==> src/rtl/quad_mux_sequencer_pkg.sv <==
// Shared types and sizing helpers for the quad mux sequencer.
// Build option: QMS_AUTO_REPEAT_EN (see quad_mux_sequencer.sv).
package quad_mux_seq_pkg;

    typedef enum logic [1:0] {
        IDLE   = 2'd0,
        SHOW_A = 2'd1,
        SHOW_B = 2'd2,
        GAP    = 2'd3
    } state_t;

    localparam int DWELL_DEF  = 4;
    localparam int DWELL_W    = $clog2(DWELL_DEF + 1);
    localparam int GAP_CYCLES = 1;

    function automatic int dwell_w(input int d);
        return $clog2(d + 1);
    endfunction

endpackage

==> src/rtl/quad_mux_sequencer_if.sv <==
// Producer handshake plus mux-side bundle for the quad mux sequencer.
// master = producer / observer, slave = sequencer.
interface quad_mux_sequencer_if #(
    parameter int WIDTH = 4
);
    logic             in_valid;
    logic             in_ready;
    logic [WIDTH-1:0] in_a;
    logic [WIDTH-1:0] in_b;
    logic             abort;
    logic [WIDTH-1:0] mux_a;
    logic [WIDTH-1:0] mux_b;
    logic             mux_s;
    logic             mux_e;
    logic             busy;
    logic             pair_done;

    modport master (
        output in_valid, in_a, in_b, abort,
        input  in_ready, mux_a, mux_b, mux_s, mux_e,
        input  busy, pair_done
    );

    modport slave (
        input  in_valid, in_a, in_b, abort,
        output in_ready, mux_a, mux_b, mux_s, mux_e,
        output busy, pair_done
    );

endinterface

==> src/rtl/quad_mux_sequencer_dwell_counter.sv <==
// Dwell counter: counts 0..DWELL-1 while enabled, flags the final cycle.
// Build option: none.
module qms_dwell_counter
    import quad_mux_seq_pkg::*;
#(
    parameter int DWELL = 4,
    parameter int W     = dwell_w(DWELL)
) (
    input  logic clk,
    input  logic rst_n,
    input  logic clear,
    input  logic enable,
    output logic last
);

    logic [W-1:0] cnt;

    assign last = (cnt == W'(DWELL - 1));

    always_ff @(posedge clk or negedge rst_n) begin
        if (!rst_n) begin
            cnt <= '0;
        end else if (clear) begin
            cnt <= '0;
        end else if (enable) begin
            cnt <= cnt + 1'b1;
        end
    end

endmodule

==> src/rtl/quad_mux_sequencer.sv <==
// Sequences held A/B nibbles onto a quad 2:1 mux: A dwell, B dwell, 1-cycle gap.
// Build option: QMS_AUTO_REPEAT_EN repeats the held pair instead of idling.
module quad_mux_sequencer
    import quad_mux_seq_pkg::*;
#(
    parameter int WIDTH = 4,
    parameter int DWELL = 4
) (
    input logic              clk,
    input logic              rst_n,
    quad_mux_sequencer_if.slave bus
);

    state_t           state;
    logic [WIDTH-1:0] a_q;
    logic [WIDTH-1:0] b_q;
    logic             s_q;
    logic             e_q;
    logic             pd_q;
    logic             show;
    logic             last;
    logic             rdy;
    logic             hs;
    logic             cnt_clear;

    assign show      = (state == SHOW_A) || (state == SHOW_B);
    assign rdy       = ((state == IDLE) || (state == GAP)) && !bus.abort;
    assign hs        = bus.in_valid && rdy;
    assign cnt_clear = bus.abort || !show || last;

    qms_dwell_counter #(
        .DWELL (DWELL),
        .W     (dwell_w(DWELL))
    ) u_cnt (
        .clk    (clk),
        .rst_n  (rst_n),
        .clear  (cnt_clear),
        .enable (show),
        .last   (last)
    );

    always_ff @(posedge clk or negedge rst_n) begin
        if (!rst_n) begin
            state <= IDLE;
            a_q   <= '0;
            b_q   <= '0;
            s_q   <= 1'b0;
            e_q   <= 1'b1;
            pd_q  <= 1'b0;
        end else begin
            pd_q <= 1'b0;
            if (bus.abort) begin
                state <= IDLE;
                s_q   <= 1'b0;
                e_q   <= 1'b1;
            end else begin
                unique case (state)
                    IDLE: begin
                        if (hs) begin
                            a_q   <= bus.in_a;
                            b_q   <= bus.in_b;
                            state <= SHOW_A;
                            s_q   <= 1'b0;
                            e_q   <= 1'b0;
                        end
                    end
                    SHOW_A: begin
                        // A->B flips select only; enable stays low
                        if (last) begin
                            state <= SHOW_B;
                            s_q   <= 1'b1;
                        end
                    end
                    SHOW_B: begin
                        if (last) begin
                            state <= GAP;
                            e_q   <= 1'b1;
                            pd_q  <= 1'b1;
                        end
                    end
                    GAP: begin
                        if (hs) begin
                            a_q   <= bus.in_a;
                            b_q   <= bus.in_b;
                            state <= SHOW_A;
                            s_q   <= 1'b0;
                            e_q   <= 1'b0;
                        end else begin
`ifdef QMS_AUTO_REPEAT_EN
                            state <= SHOW_A;
                            s_q   <= 1'b0;
                            e_q   <= 1'b0;
`else
                            state <= IDLE;
                            s_q   <= 1'b0;
                            e_q   <= 1'b1;
`endif
                        end
                    end
                    default: begin
                        state <= IDLE;
                        s_q   <= 1'b0;
                        e_q   <= 1'b1;
                    end
                endcase
            end
        end
    end

    assign bus.in_ready  = rdy;
    assign bus.mux_a     = a_q;
    assign bus.mux_b     = b_q;
    assign bus.mux_s     = s_q;
    assign bus.mux_e     = e_q;
    assign bus.busy      = (state != IDLE);
    assign bus.pair_done = pd_q;

endmodule
==> src/flat_wrapper.sv <==
// flat-port wrapper written by rule: the top's interface ports become plain ports
module quad_mux_sequencer_flat import quad_mux_seq_pkg::*;
#(
    parameter int WIDTH = 4,
    parameter int DWELL = 4
)
  (clk, rst_n, bus_in_valid, bus_in_a, bus_in_b, bus_abort, bus_in_ready, bus_mux_a, bus_mux_b, bus_mux_s, bus_mux_e, bus_busy, bus_pair_done);
  quad_mux_sequencer_if #(.WIDTH(WIDTH)) bus_i ();
  input logic clk;
  input logic rst_n;
  input wire logic [$bits(bus_i.in_valid)-1:0] bus_in_valid;
  input wire logic [$bits(bus_i.in_a)-1:0] bus_in_a;
  input wire logic [$bits(bus_i.in_b)-1:0] bus_in_b;
  input wire logic [$bits(bus_i.abort)-1:0] bus_abort;
  output wire logic [$bits(bus_i.in_ready)-1:0] bus_in_ready;
  output wire logic [$bits(bus_i.mux_a)-1:0] bus_mux_a;
  output wire logic [$bits(bus_i.mux_b)-1:0] bus_mux_b;
  output wire logic [$bits(bus_i.mux_s)-1:0] bus_mux_s;
  output wire logic [$bits(bus_i.mux_e)-1:0] bus_mux_e;
  output wire logic [$bits(bus_i.busy)-1:0] bus_busy;
  output wire logic [$bits(bus_i.pair_done)-1:0] bus_pair_done;
  assign bus_i.in_valid = bus_in_valid;
  assign bus_i.in_a = bus_in_a;
  assign bus_i.in_b = bus_in_b;
  assign bus_i.abort = bus_abort;
  assign bus_in_ready = bus_i.in_ready;
  assign bus_mux_a = bus_i.mux_a;
  assign bus_mux_b = bus_i.mux_b;
  assign bus_mux_s = bus_i.mux_s;
  assign bus_mux_e = bus_i.mux_e;
  assign bus_busy = bus_i.busy;
  assign bus_pair_done = bus_i.pair_done;
  quad_mux_sequencer #(.WIDTH(WIDTH), .DWELL(DWELL)) u_core (.clk(clk), .rst_n(rst_n), .bus(bus_i));
endmodule
==> config.mk <==
export PLATFORM = sky130hd
export DESIGN_NAME = quad_mux_sequencer_flat
export DESIGN_NICKNAME = d
export VERILOG_FILES = /design/src/rtl/quad_mux_sequencer_pkg.sv /design/src/rtl/quad_mux_sequencer_if.sv /design/src/rtl/quad_mux_sequencer_dwell_counter.sv /design/src/rtl/quad_mux_sequencer.sv /design/src/flat_wrapper.sv
export SDC_FILE = /design/constraint.sdc
export NUM_CORES = 1
export LEC_CHECK = 0
export CAP_MARGIN = 20
export CORE_MARGIN = 2
export CORE_UTILIZATION = 35
export CTS_BUF_LIST = sky130_fd_sc_hd__clkbuf_16
export CTS_CLUSTER_DIAMETER = 200
export DETAILED_ROUTE_END_ITERATION = 12
export PLACE_DENSITY = 0.66
export SYNTH_ARGS = -nofsm -noshare
export SYNTH_HDL_FRONTEND = slang
export SYNTH_SLANG_ARGS = --single-unit
export TNS_END_PERCENT = 5
==> constraint.sdc <==
create_clock -name clk -period 2.05 [get_ports clk]
set_clock_uncertainty 0.2 [all_clocks]
set_input_delay 0.3075 -clock clk [delete_from_list [all_inputs] [get_ports clk]]
set_output_delay 0.3075 -clock clk [all_outputs]
set_load 0.02 [all_outputs]
# After elaboration in Yosys (flattened, before gate mapping)
# Index checks and enable logic that the tools add are counted.
[classes]
bitwise_logic = 1
eq_ne = 7
n_addsub = 1
mux = 18
reduce_logical = 18
[op_table]
columns = ["operator", "n"]
rows = [
  ["3-bit AND reduction", 4],
  ["1-bit 2-to-1 mux", 9],
  ["3-bit by 2-bit inequality test with 1-bit output, second input constant", 3],
  ["2-bit 2-to-1 mux", 4],
  ["2-bit one-hot mux with 4 select lines", 1],
  ["4-bit nonzero test", 2],
  ["3-bit 2-to-1 mux", 2],
  ["1-bit one-hot mux with 3 select lines", 2],
  ["2-bit equality test, second input constant", 2],
  ["1-bit logical OR", 4],
  ["2-bit nonzero test", 2],
  ["3-bit by 1-bit adder with 3-bit output, second input constant", 1],
  ["3-bit by 2-bit equality test with 1-bit output, second input constant", 1],
  ["2-bit by 1-bit equality test with 1-bit output, second input constant", 1],
  ["1-bit logical AND", 2],
  ["1-bit zero test", 2],
  ["2-bit zero test", 1],
  ["2-bit OR reduction", 1],
  ["1-bit NOT", 1],
]
[totals]
regBits = 16
out_inout_bits = 13
in_bits = 12

# Logic depth before layout (Yosys ltp)
[logic_depth]
depth_word = 7
depth_mapped = 6
ltp_nobuf = 6

# By module
# Synthesis repeated with hierarchy kept, for this count alone.
[unflattened]
cells_unflattened = 69
hier_area_um2 = 805.8
[modules_own_cells]
columns = ["module", "seq_area_each_um2", "area_per_inst_um2", "instances", "cells_per_inst"]
rows = [
  ["quad_mux_sequencer", 326.6, 664.4, 1, 57],
  ["qms_dwell_counter", 75.1, 141.4, 1, 12],
]

# Worst setup path after synthesis
# No wires, ideal clock.
[synth_path]
path_kind = "flip-flop to flip-flop"
start = "reg u_core.state[0]"
end = "reg u_core.a_q[0] (netlist: u_core.bus.mux_a[0])"
t_arrival_ns = 1.479
synth_period_minus_slack_ns = 1.804
required_time_ns = 1.725
stages_incl_launch_ff = 6
path_slack_ns = 0.246
cell_sequence = "dfrtp_1 -> inv_1 -> ha_1 -> nand2b_4 -> nor2_4 -> mux2_2"
[synth_via]
elab_chain_cells = 5
word_cells_on_any_way = 7
cone_classes = "eq/ne (1); reduce/logical (6)"
[synth_rtl]
columns = ["item", "line", "text"]
rows = [
  ["from (decl)", "quad_mux_sequencer.sv:14", "state_t state;"],
  ["from (signal assigned)", "quad_mux_sequencer.sv:44", "state <= IDLE;"],
  ["from (signal assigned)", "quad_mux_sequencer.sv:53", "state <= IDLE;"],
  ["from (signal assigned)", "quad_mux_sequencer.sv:62", "state <= SHOW_A;"],
  ["2-bit equality test / 2-bit zero test (equally long branches)", "quad_mux_sequencer.sv:27, quad_mux_sequencer.sv:57", ""],
  ["1-bit logical OR", "quad_mux_sequencer.sv:27", "assign rdy = ((state == IDLE) || (state == GAP)) && !bus.abort;"],
  ["1-bit logical AND", "quad_mux_sequencer.sv:27", ""],
  ["1-bit logical AND", "quad_mux_sequencer.sv:28", "assign hs = bus.in_valid && rdy;"],
  ["3-bit AND reduction (no line) *", "n/a", ""],
  ["to (signal assigned)", "quad_mux_sequencer.sv:60", "a_q <= bus.in_a;"],
  ["to (signal assigned)", "quad_mux_sequencer.sv:83", "a_q <= bus.in_a;"],
  ["to (decl)", "quad_mux_sequencer.sv:15", "logic [WIDTH-1:0] a_q;"],
]
# Mark *: on every way between the ends. The rest lies on a longest branch, timed or not.
# A chain may end at the register's enable or synchronous reset.

# Final worst setup path
[layout_path]
start = "reg u_core.state[0]"
end = "out bus_busy"
[layout_via]
elab_chain_cells = 1
[layout_rtl]
columns = ["item", "line", "text"]
rows = [
  ["2-bit nonzero test", "quad_mux_sequencer.sv:115", "assign bus.busy = (state != IDLE);"],
  ["to (decl)", "flat_wrapper.sv:20", "output wire logic [$bits(bus_i.busy)-1:0] bus_busy;"],
]
# No other way between the ends.

==> run_results.csv <==
group,metric,value,unit
synthesis,synth-compound-area-share,0.110,
clocking,root_buffer,"clkbuf_16",
drt,drtAntennaViolNets,0,
global_route,grt_pass1_vias,653,
sta,finalMaxSlewViolations,0,
sta,finalSetupViolations,0,
floorplan,initial_core_util,0.364,
cells_and_area,nNetsFinal,117,
synthesis,netlist.area_leader.share,0.471,
cells_and_area,final_common_cell,"clkdlybuf4s50_1",
cells_and_area,syn_to_final_growth,47.7,%
synthesis,yosys_warnings,0,
synthesis,synthMuxAreaShare,0.126,
clocking,cts_sinks,16,
sta,setup_tns,0,ns
setup_path,crit_fanout,4,
floorplan,std_cell_rows,17,
floorplan,core,2190,sq um
cells_and_area,antennaDiodeCount,0,
cells_and_area,finish.instance_area,1180,sq um
setup_path,worstPathRequired,1.54,ns
placement,gp_congestion,0.791,
setup_path,critPathCaptureType,"output pin",
sta,timing.final.crit_share,0.944,
sta,hold_viol_final,0,
power,peakVddDrop,0.000986,V
power,powerDensity,1510,nW/um^2
synthesis,synth_nets,84,
cells_and_area,final_cell_mix,"clkdlybuf4s50_1 (22), dfrtp_1 (15), nor2_1 (10)",
cells_and_area,drive_above_1_share,0.216,
drt,drc,0,
cells_and_area,fill_cells,189,
clocking,cts_tree,"yes",
worst_hold_path,hp-class,"primary input to async pin",
placement,io_buffers,24,
clocking,clock_path_buffers,2,
setup_path,arrival,1.43,ns
drt,wl,1.54,mm
floorplan,die_w,51.7,microns
synthesis,synthDistinctLibCells,22,
sta,min_period,1.93,ns
clocking,numCtsBuffers,3,
global_route,grt_first_pass_wirelength,2.79,mm
synthesis,syn_area,797,sq um
drt,dr.pass1.iters,3,
drt,vias_per_cell,4.78,
cells_and_area,fin_util,0.537,
drt,wl_per_cell,12.3,microns
global_route,grt_max_degree,17,
synthesis,yosys.area_share.adder,0.110,
synthesis,synth_area_leaders,"dfrtp_1 (47%), mux2_2 (11%), ha_1 (11%)",
synthesis,synth_top_family_by_area,"multiplexers",
drt,dr_total_vias,597,
synthesis,yosys.area_share.simple,0.121,
synthesis,synthXorXnorAreaFrac,0,
synthesis,synthesis.instances,65,
clocking,hold_buffers,0,
synthesis,yosysTopAreaCell,"dfrtp_1",
drt,drt_iter0_drc,5,
floorplan,die_h,51.7,microns
clocking,post_cts.repair.setup_buffers,0,
global_route,grt.overflow.total,0,
floorplan,dieArea,2670,sq um
synthesis,syn-mean-instance-area,12.3,sq um
run_status,status,"completed",
sta,slew_headroom,0.791,
clocking,clk_latency,0.25,ns
placement,dpl.hpwl,1.15,mm
setup_path,crit_type,"flop to output pin",
clocking,htreeDepth,1,
power,p_leak,0.528,nW
sta,worst-slew-pin-transition,0.313,ns
global_route,grt_use_total,0.141,
global_route,antenna_found_initial,0,
placement,placedInstanceArea,1100,sq um
setup_path,crit_path_start_kind,"flop",
floorplan,num_io_pins,25,
sta,rsz0062_at_grt,"false",
cells_and_area,multiInputGateArea,372,sq um
power,p_total,0.00178,W
cells_and_area,seqCellArea,402,sq um
synthesis,ys_ff_latch,16,
job,maxCapViolations,0,
clocking,path_clk_slew,0.05,ns
sta,fmax,517,MHz
synthesis,seq_area_frac_synth,0.504,
sta,whs,0.174,ns
## area by class of cell
cell class | count | share of cell area
tap | 28 | 0.0298
timing repair buffer | 29 | 0.231
clock inverter | 1 | 0.00319
clock buffer | 3 | 0.0638
sequential | 16 | 0.341
inverter | 5 | 0.0159
multi-input combinational | 43 | 0.316
## per-layer routing
metal	global-route usage	vias up	wire length, microns
met2	0.250	20	737
met4	0.0395	0	13
met3	0.0431	3	96
li1	-	288	-
met5	0	-	0
met1	0.163	286	694
## cells in the mapped netlist
cell type  count
nor2_1        10
o22ai_1        1
a21oi_1        4
or3b_1         1
o2bb2ai_1      1
dfstp_2        1
a2111oi_1      1
a211oi_1       1
nor2_4         1
nor2b_1        1
o2bb2ai_4      1
and3b_1        1
nand2b_4       1
buf_2          1
mux2_2         8
nand2_1        1
mux2i_1        1
or3_1          1
inv_1          5
ha_1           7
o31ai_1        1
dfrtp_1       15
## stage by stage
| step | worst slack [ns] | instances |
|---|---|---|
| 6_report | 0.116 | 125 |
| 5_1_grt | 0.0174 | 125 |
| 4_1_cts | 0.0478 | 125 |
| 3_5_place_dp | 0.0454 | 121 |
| 3_3_place_gp | 0.100 | 121 |
| 2_1_floorplan | 0.246 | 65 |
## worst max-delay path: stages, from the launching register on
cell,delay (ns)
dfrtp_1,0.38
inv_1,0.07
buf_4,0.15
ha_1,0.21
inv_1,0.05
dlygate4sd2_1,0.32
## flip-flops by register name (all words and copies together) (netlist names)
register / cells
u_core.bus.pair_done: 1
u_core.bus.mux_s: 1
u_core.u_cnt.cnt: 3
u_core.bus.mux_a: 4
u_core.bus.mux_e: 1
u_core.state: 2
u_core.bus.mux_b: 4
## power breakdown
group / internal [W] / switching (W)
clock network: 0.000259 / 0.000127
registers: 0.000440 / 0.0000618
logic: 0.000457 / 0.000433
total: 0.00116 / 0.000622
## repair_timing
item	4_1_cts	5_1_grt
setup endpoints to repair	2	1
gates resized for setup	2	2
pin swaps	0	0
## kinds of logic (layout without fill, tap and decap cells)
family                   Yosys count  in the layout
buffers and inverters              6             38
AND/OR/NAND/NOR                   17             17
adder cells (fa/ha/maj)            7              7
AO/OA/AOI/OAI                     10             10
multiplexers                       9              9
flip-flops                        16             16
## worst paths after layout
check | start | end | slack [ns] | depth (start not counted)
hold / removal | rst_n | u_core.state[1]$_DFFE_PN0P_ | 0.17 | 2
setup reg to reg | u_core.state[0]$_DFFE_PN0P_ | u_core.bus.mux_b[0]$_DFFE_PN0P_ | 0.13 | 5
setup / recovery | u_core.state[0]$_DFFE_PN0P_ | bus_busy | 0.12 | 5
max in group asynchronous | rst_n | u_core.bus.mux_e$_DFFE_PN1P_ | 1.23 | 2
min in group clk | u_core.u_cnt.cnt[0]$_DFFE_PN0P_ | u_core.u_cnt.cnt[0]$_DFFE_PN0P_ | 0.24 | 1
hold reg to reg | u_core.u_cnt.cnt[0]$_DFFE_PN0P_ | u_core.u_cnt.cnt[0]$_DFFE_PN0P_ | 0.24 | 1
Power figures use the tool's default switching activity.
